**config.mk**
```make
export PLATFORM = sky130hd
export DESIGN_NAME = ltc_rx
export DESIGN_NICKNAME = d
export VERILOG_FILES = /design/src/rtl/ltc_pkg.sv /design/src/rtl/ltc_bmc_dec.sv /design/src/rtl/ltc_rx.sv
export SDC_FILE = /design/constraint.sdc
export NUM_CORES = 1
export LEC_CHECK = 0
export BUFFER_PORTS_ARGS = -buffer_cell sky130_fd_sc_hd__buf_2
export CAP_MARGIN = 20
export CORE_ASPECT_RATIO = 1.2
export CORE_UTILIZATION = 67
export CTS_CLUSTER_DIAMETER = 120
export DETAILED_ROUTE_END_ITERATION = 12
export GPL_ROUTABILITY_DRIVEN = 0
export PLACE_DENSITY = 0.86
export SLEW_MARGIN = 30
export SYNTH_ARGS = -nofsm -noshare
export SYNTH_HDL_FRONTEND = slang
export SYNTH_HIERARCHICAL = 1
export SYNTH_SLANG_ARGS = --single-unit
```
**constraint.sdc**
```tcl
create_clock -name clk_i -period 14.4 [get_ports clk_i]
set_clock_uncertainty 0.2 [all_clocks]
set_input_delay 2.88 -clock clk_i [delete_from_list [all_inputs] [get_ports clk_i]]
set_output_delay 2.88 -clock clk_i [all_outputs]
set_load 0.02 [all_outputs]
```
**src/rtl/ltc_pkg.sv**
```systemverilog
// Shared LTC definitions: sync word, frame geometry and framer state.
package ltc_pkg;
   localparam logic [15:0] SYNC_WORD  = 16'hBFFC;
   localparam int          FRAME_BITS = 80;
   localparam int          DATA_BITS  = 64;

   typedef enum logic {HUNT, LOCKED} ltc_state_e;
endpackage

```
**src/rtl/ltc_bmc_dec.sv**
```systemverilog
// Biphase-mark decoder: synchronizes the line, times edge intervals against an
// adaptive short/long threshold and emits decoded bits.
module ltc_bmc_dec #(
   parameter int CLK_F     = 50000000,
   parameter int NOM_BIT_F = 2400,
   parameter int CNT_W     = 20,
   parameter int TIMEOUT   = 2*CLK_F/NOM_BIT_F
) (
   input  logic clk_i,
   input  logic reset,
   input  logic ltc_i,
   output logic bit_o,
   output logic bit_valid_o,
   output logic viol_o,
   output logic timeout_o
);
   localparam int               THR0     = (3*CLK_F)/(4*NOM_BIT_F);
   localparam logic [CNT_W-1:0] THR_INIT = CNT_W'(THR0);
   localparam logic [CNT_W-1:0] TMO      = CNT_W'(TIMEOUT);

   logic [2:0]       sync_q;
   logic [CNT_W-1:0] cnt, thr, p1;
   logic             half;
   logic             edge_w, take, is_long;
   logic [CNT_W+1:0] cnt_x, pair_sum, long_x3, pair_x3;

   assign edge_w   = sync_q[1] ^ sync_q[2];
   // Edges closer than a quarter threshold to the last accepted edge are noise
   assign take     = edge_w && (cnt >= (thr >> 2));
   assign is_long  = cnt >= thr;
   assign cnt_x    = {2'b00, cnt};
   assign pair_sum = {2'b00, p1} + cnt_x;
   assign long_x3  = cnt_x + (cnt_x << 1);
   assign pair_x3  = pair_sum + (pair_sum << 1);

   always_ff @(posedge clk_i or posedge reset) begin
      if (reset) begin
         sync_q      <= '0;
         cnt         <= '0;
         thr         <= THR_INIT;
         p1          <= '0;
         half        <= 1'b0;
         bit_o       <= 1'b0;
         bit_valid_o <= 1'b0;
         viol_o      <= 1'b0;
         timeout_o   <= 1'b0;
      end else begin
         sync_q      <= {sync_q[1:0], ltc_i};
         bit_valid_o <= 1'b0;
         viol_o      <= 1'b0;
         timeout_o   <= 1'b0;
         if (take) begin
            cnt <= CNT_W'(1);
            if (is_long) begin
               if (half) begin
                  viol_o <= 1'b1;
                  half   <= 1'b0;
               end else begin
                  bit_o       <= 1'b0;
                  bit_valid_o <= 1'b1;
                  thr         <= long_x3[CNT_W+1:2];
               end
            end else if (half) begin
               bit_o       <= 1'b1;
               bit_valid_o <= 1'b1;
               half        <= 1'b0;
               thr         <= pair_x3[CNT_W+1:2];
            end else begin
               half <= 1'b1;
               p1   <= cnt;
            end
         end else begin
            if (cnt != '1) cnt <= cnt + CNT_W'(1);
            if (cnt == TMO) begin
               timeout_o <= 1'b1;
               half      <= 1'b0;
               thr       <= THR_INIT;
            end
         end
      end
   end
endmodule

```
**src/rtl/ltc_rx.sv**
```systemverilog
// LTC receiver: decoded bits feed an 80-bit shift register; a HUNT/LOCKED
// framer aligns on the sync word and presents the 64 data bits.
module ltc_rx
   import ltc_pkg::*;
#(
   parameter int CLK_F     = 50000000,
   parameter int NOM_BIT_F = 2400,
   parameter int CNT_W     = 20,
   parameter int TIMEOUT   = 2*CLK_F/NOM_BIT_F
) (
   input  logic                 clk_i,
   input  logic                 reset,
   input  logic                 ltc_i,
   output logic                 bit_o,
   output logic                 bit_valid_o,
   output logic [DATA_BITS-1:0] frame_o,
   output logic                 frame_valid_o,
   output logic                 locked_o,
   output logic                 err_o
);
   localparam logic [6:0] FB = 7'(FRAME_BITS);

   logic                  viol, timeout, chk_q, sync_hit;
   logic [FRAME_BITS-1:0] sr;
   logic [6:0]            bit_cnt;
   ltc_state_e            state;

   ltc_bmc_dec #(
      .CLK_F(CLK_F), .NOM_BIT_F(NOM_BIT_F), .CNT_W(CNT_W), .TIMEOUT(TIMEOUT)
   ) u_dec (
      .clk_i(clk_i), .reset(reset), .ltc_i(ltc_i),
      .bit_o(bit_o), .bit_valid_o(bit_valid_o),
      .viol_o(viol), .timeout_o(timeout)
   );

   assign sync_hit = sr[FRAME_BITS-1:DATA_BITS] == SYNC_WORD;

   // Framing decisions run one cycle after a bit lands so sr and bit_cnt are current
   always_ff @(posedge clk_i or posedge reset) begin
      if (reset) begin
         sr            <= '0;
         bit_cnt       <= '0;
         chk_q         <= 1'b0;
         state         <= HUNT;
         frame_o       <= '0;
         frame_valid_o <= 1'b0;
         locked_o      <= 1'b0;
         err_o         <= 1'b0;
      end else begin
         frame_valid_o <= 1'b0;
         err_o         <= viol | timeout;
         chk_q         <= bit_valid_o;
         if (bit_valid_o) begin
            sr <= {bit_o, sr[FRAME_BITS-1:1]};
            if (bit_cnt < FB) bit_cnt <= bit_cnt + 7'd1;
         end
         if (timeout) begin
            state    <= HUNT;
            locked_o <= 1'b0;
            bit_cnt  <= '0;
         end else if (viol) begin
            bit_cnt <= '0;
         end else if (chk_q) begin
            case (state)
               HUNT: if (sync_hit && bit_cnt >= FB) begin
                  state         <= LOCKED;
                  locked_o      <= 1'b1;
                  frame_o       <= sr[DATA_BITS-1:0];
                  frame_valid_o <= 1'b1;
                  bit_cnt       <= '0;
               end
               LOCKED: if (bit_cnt == FB) begin
                  if (sync_hit) begin
                     frame_o       <= sr[DATA_BITS-1:0];
                     frame_valid_o <= 1'b1;
                     bit_cnt       <= '0;
                  end else begin
                     state    <= HUNT;
                     locked_o <= 1'b0;
                     err_o    <= 1'b1;
                  end
               end
               default: state <= HUNT;
            endcase
         end
      end
   end
endmodule

```
* Word level (Yosys, flattened, before mapping)
Cells that the tools add are included.
** Word-level totals
- Bits of input ports :: 3
- Flip-flop bits (word level) :: 224
- Word-level logic and storage cells :: 118
** Operators by class
- Bitwise logic cells :: 7
- Equal/unequal tests :: 14
- Order comparisons :: 4
- Add/subtract/negate cells :: 5
- Reduce and logical (&&, ||, !) cells :: 12
- Muxes and demuxes :: 59
** Operator list (number)
- $mux 64 :: 3
- $mux 20 :: 7
- $pmux 64 s2 :: 1
- $mux 7 :: 8
- $mux 1 :: 36
- $add 20x21->22 :: 1
- $add 22x22->22 :: 1
- $add 20x20->21 :: 1
- $add 20x1->20 const B :: 1
- $eq 20x16->1 const B :: 1
- $ge 20x18->1 :: 1
- $ge 20x20->1 :: 1
- $ne 20x20->1 const B :: 1
- $eq 16x16->1 const B :: 1
- $pmux 7 s2 :: 1
- $ne 3x2->1 const B :: 3
- $reduce_and 3->1 :: 3
- $ne 2x2->1 const B :: 4
- $reduce_bool 2->1 :: 4
- $add 7x1->7 const B :: 1
- $eq 7x7->1 const B :: 1
- $ge 7x7->1 const B :: 1
- $lt 7x7->1 const B :: 1
- $pmux 1 s2 :: 3
- other kinds (10) :: 15

* Logic depth before layout (Yosys ltp)
- Word-level depth :: 9
- Mapped depth :: 19
- Mapped depth without buffers :: 19

* Hierarchy
The synthesis kept the hierarchy.
** Modules (own cells, without submodules)
- ltc_bmc_dec :: cells each 740, instances 1, area each 6745.2 µm²
- ltc_rx :: cells each 373, instances 1, area each 6160.9 µm²

* Worst setup path after synthesis
OpenSTA, ideal clock, no wires.
- Path type :: reg2reg
- Start :: register u_dec.cnt[0]
- End :: register u_dec.thr[17]
- Library setup time :: 0.118 ns
- Path buffers :: 0
- Arrival :: 3.756 ns
- Cell stages (with the launch flop) :: 19
- Path slack :: 10.325 ns
- Required time :: 14.082 ns
- Path through :: dfrtp_1 > ha_1 > inv_1 > fa_1 > nor2b_1 > o31a_1 > o22a_1 > a221o_1 > a21oi_1 > xnor2_1 > ha_1 > a21o_1 > a21oi_1 > nor2b_1 > or3_1 > o221ai_1 > nand3_1 > a31o_1 > a21o_1
** On the way
- Word-level cells in the longest chain between the ends :: 5
- Elaborated cells on any way between the ends :: 15
- Those cells by class :: add/sub (3); order compare (2); eq/ne (3); mux (4); reduce/logical (3)
** Ends and longest elaborated chain
- start, declared :: RTL line ltc_bmc_dec.sv:22 : logic [CNT_W-1:0] cnt, thr, p1;
- start signal, assigned :: RTL line ltc_bmc_dec.sv:73 : if (cnt != '1) cnt <= cnt + CNT_W'(1);
- $add 20x20->21 :: RTL line ltc_bmc_dec.sv:32 : assign pair_sum = {2'b00, p1} + cnt_x;
- $add 22x22->22 :: RTL line ltc_bmc_dec.sv:34 : assign pair_x3 = pair_sum + (pair_sum << 1);
- $mux 20 :: RTL line ltc_bmc_dec.sv:63 : end else if (half) begin
- $mux 20 :: RTL line ltc_bmc_dec.sv:54 : if (is_long) begin
- $mux 20 :: RTL line ltc_bmc_dec.sv:52 : if (take) begin
- end signal, assigned :: RTL line ltc_bmc_dec.sv:61 : thr <= long_x3[CNT_W+1:2];
- end signal, assigned :: RTL line ltc_bmc_dec.sv:67 : thr <= pair_x3[CNT_W+1:2];
- end, declared :: RTL line ltc_bmc_dec.sv:22
Parallel ways exist; a longest one is shown, timed or not. The select of a mux whose other input is x is not followed.
A chain may end at the register's enable or synchronous reset.

* Worst setup path in the final report
- Start :: register u_dec.cnt[1]
- End :: register u_dec.thr[17]
The elaborated chain is that of the path after synthesis.

==> metrics <==
outcome=finished, final reports clean; crit start category=flip-flop; number of setup violations in the final report=0; Post-Syn Nets=1231; maximum VDD drop=98.9 µV; Starting Density=68.4%; initial antenna violation count=0; final WL=29.2 mm; CP Cell Sequence=ha_1 -> a21o_1 -> a21oi_1 -> o31ai_1 -> o41ai_2 -> o21ai_0 -> a21oi_1 -> xnor2_1 -> ha_1 -> a21o_1 -> a21oi_1 -> nor2b_1 -> or3_1 -> o221ai_1 -> nand3_1 -> a31o_1 -> a21o_1; XOR/XNOR Fraction of Synth Area=4.81%; Hold Path Class=reg2reg; Synth area leader=dfrtp_1; Clock Latency Late Sink=0.51 ns; Max clock buf depth=3; Tcrit/Tclk final=32.6%; Largest delay share family, worst path=compound AO/OA/AOI/OAI gates; router iterations before antenna repair=7; fmax=213 MHz; mux contribution to synthesized area=16.4%; CTS Hold Bufs=0; Synthesis Warnings=6; max cap viols=0; final cell count without fillers=1458; minimum clock period=4.70 ns; top post-synthesis cells by area=dfrtp_1 (42%), ha_1 (11%), mux2_4 (7.7%); Detail Route Antenna Nets=0; PortBufs=71; dpl hpwl=20.0 mm; H-tree levels=1; num rows=55; CP Max Fanout=9; die area=19800 µm²; Cell variety after synth=80; overall global routing resource usage=29.7%; pins over their slew limit=0; cells after synthesis=1113; most frequent cell after synthesis=dfrtp_1; Crit path arrival time=4.91 ns; Post-Place Cells=1417; WL/cell=20.0 µm; Boundary Pins=72; Synth Area in Adders=11.3%; largest net degree at the start of global routing=88; Critical path buffers and inverters=0; Final Hold Fails=0; cts repair resizes=0; total gr overflow=0; Layout area overhead=10.8%; Slew headroom=42.8%; Worst-path clk slew=0.06 ns; total core area=18900 µm²; Main synth FF type=dfrtp_1; fraction of layout cells with a size suffix above 1=24.7%; Post-CTS Setup Repair Bufs=0; Mapped Area=12900 µm²; async set-or-reset flop fraction in the synthesized netlist=100%; drt drc=0; first-pass GRT wire length=46.6 mm; area of placed instances=13500 µm²; Post-Synth Simple-Gate Area=8.38%; sequential fraction of the synthesis area=43.5%; Crit. End Element=flip-flop; drt first-iter violations=547; crit path kind=reg2reg; setup TNS=0 ns; vias in the first global route=9360; EDFF count, synth=0; Num CTS Buffers=23; RSZ-0062 raised after global routing=no; Largest stage delay, worst path=0.57 ns; Die Width=129 µm; synthesized area per cell=11.6 µm²; Die Span Y=154 µm; CP max-delay cell=o41ai_2; via count=9114; Hold WS=0.146 ns; Slew @ Worst Pin=0.851 ns; Synth top area share=42.1%; clk sinks=224; CTS Root Cell=clkbuf_16; Antenna Cells=0; Synth Area in Compound Gates=12.2%; most common library cells after synthesis=dfrtp_1 (217), ha_1 (112), mux2_2 (83), mux2_4 (66), inv_1 (65); Leak Pwr=7.43 nW; main combinational cell family by area after synthesis=multiplexers; via/cell ratio=6.25; nets=1305; Pwr per Cell Area=147 nW/µm²; Critical Path RT=14.61 ns; flops & latches, synth=224; post-route cell area=14300 µm²; CTS tree=yes
==> flip-flops by register name (all words and copies together), names as in the netlist, 3 cells and up <==
| register | count |
|---|---|
| u_dec/thr | 20 |
| u_dec/cnt | 20 |
| bit_cnt | 7 |
| sr | 80 |
| u_dec/sync_q | 3 |
| frame_o | 64 |
| u_dec/p1 | 20 |
==> cell families after synthesis <==
| logic type | count (synthesis) |
|---|---|
| xor+xnor | 70 |
| mux | 166 |
| fa+ha+maj | 115 |
| flops | 224 |
| compound gates | 227 |
| buf+inv | 95 |
| simple gates | 216 |
==> metal layers <==
metal	global-route usage (%)	part of all wire, %	wire, µm
met5	0	0	0
met4	16.2	5.2	1530
met3	4.45	5.0	1470
met2	52.5	51	14900
met1	34.1	39	11300
==> metrics by stage <==
stage | utilization, % | worst slack (ns) | total power (W)
after floorplan | - | 7.11 | 0.00128
after global placement | 71.3 | 9.72 | 0.00142
after detailed placement | 71.4 | 9.71 | 0.00144
after CTS | 75.6 | 9.32 | 0.00209
after global routing | 75.8 | 9.43 | 0.00222
final | 75.8 | 9.70 | 0.00210
==> worst paths after layout <==
kind                                           startpoint                        end  slack (ns)  depth (start not counted)
worst min register to register  u_dec/sync_q[0]$_DFF_PP0_  u_dec/sync_q[1]$_DFF_PP0_        0.15                          0
max in group asynchronous                           reset         sr[37]$_DFFE_PP0P_       10.58                          3
worst max register to register   u_dec/cnt[1]$_DFFE_PP0P_  u_dec/thr[17]$_DFFE_PP0P_        9.70                         17
worst min-delay path            u_dec/sync_q[0]$_DFF_PP0_  u_dec/sync_q[1]$_DFF_PP0_        0.15                          0
worst max-delay path             u_dec/cnt[1]$_DFFE_PP0P_  u_dec/thr[17]$_DFFE_PP0P_        9.70                         17
min in group asynchronous                           reset          sr[1]$_DFFE_PP0P_        2.28                          2
==> final cells by class <==
cell class	count	area, µm²
Multi-Input combinational cell	794	6860
Sequential cell	224	5620
Fill cell	1181	4560
Clock buffer	29	628
Timing Repair Buffer	77	440
Tap cell	256	320
Inverter	67	256
Clock inverter	11	171
==> power breakdown <==
part	switching [W]	internal, W	leakage (nW)
Sequential	0.0000511	0.000676	3.07
Combinational	0.000441	0.000299	3.97
Clock	0.000251	0.000382	0.386
Total	0.000743	0.00136	7.43
==> placed cells by master (no fill, tap or decap), drive strengths merged, types with 15 or more instances in the layout <==
cell type / instances
xnor2: 51
mux2: 163
o21ai: 40
a21oi: 65
a21o: 23
clkbuf: 29
dfrtp: 217
inv: 69
ha: 112
nor2: 61
buf: 77
o21a: 15
nand2: 47
nand3: 25
xor2: 19
(Power assumes the default switching activity.)
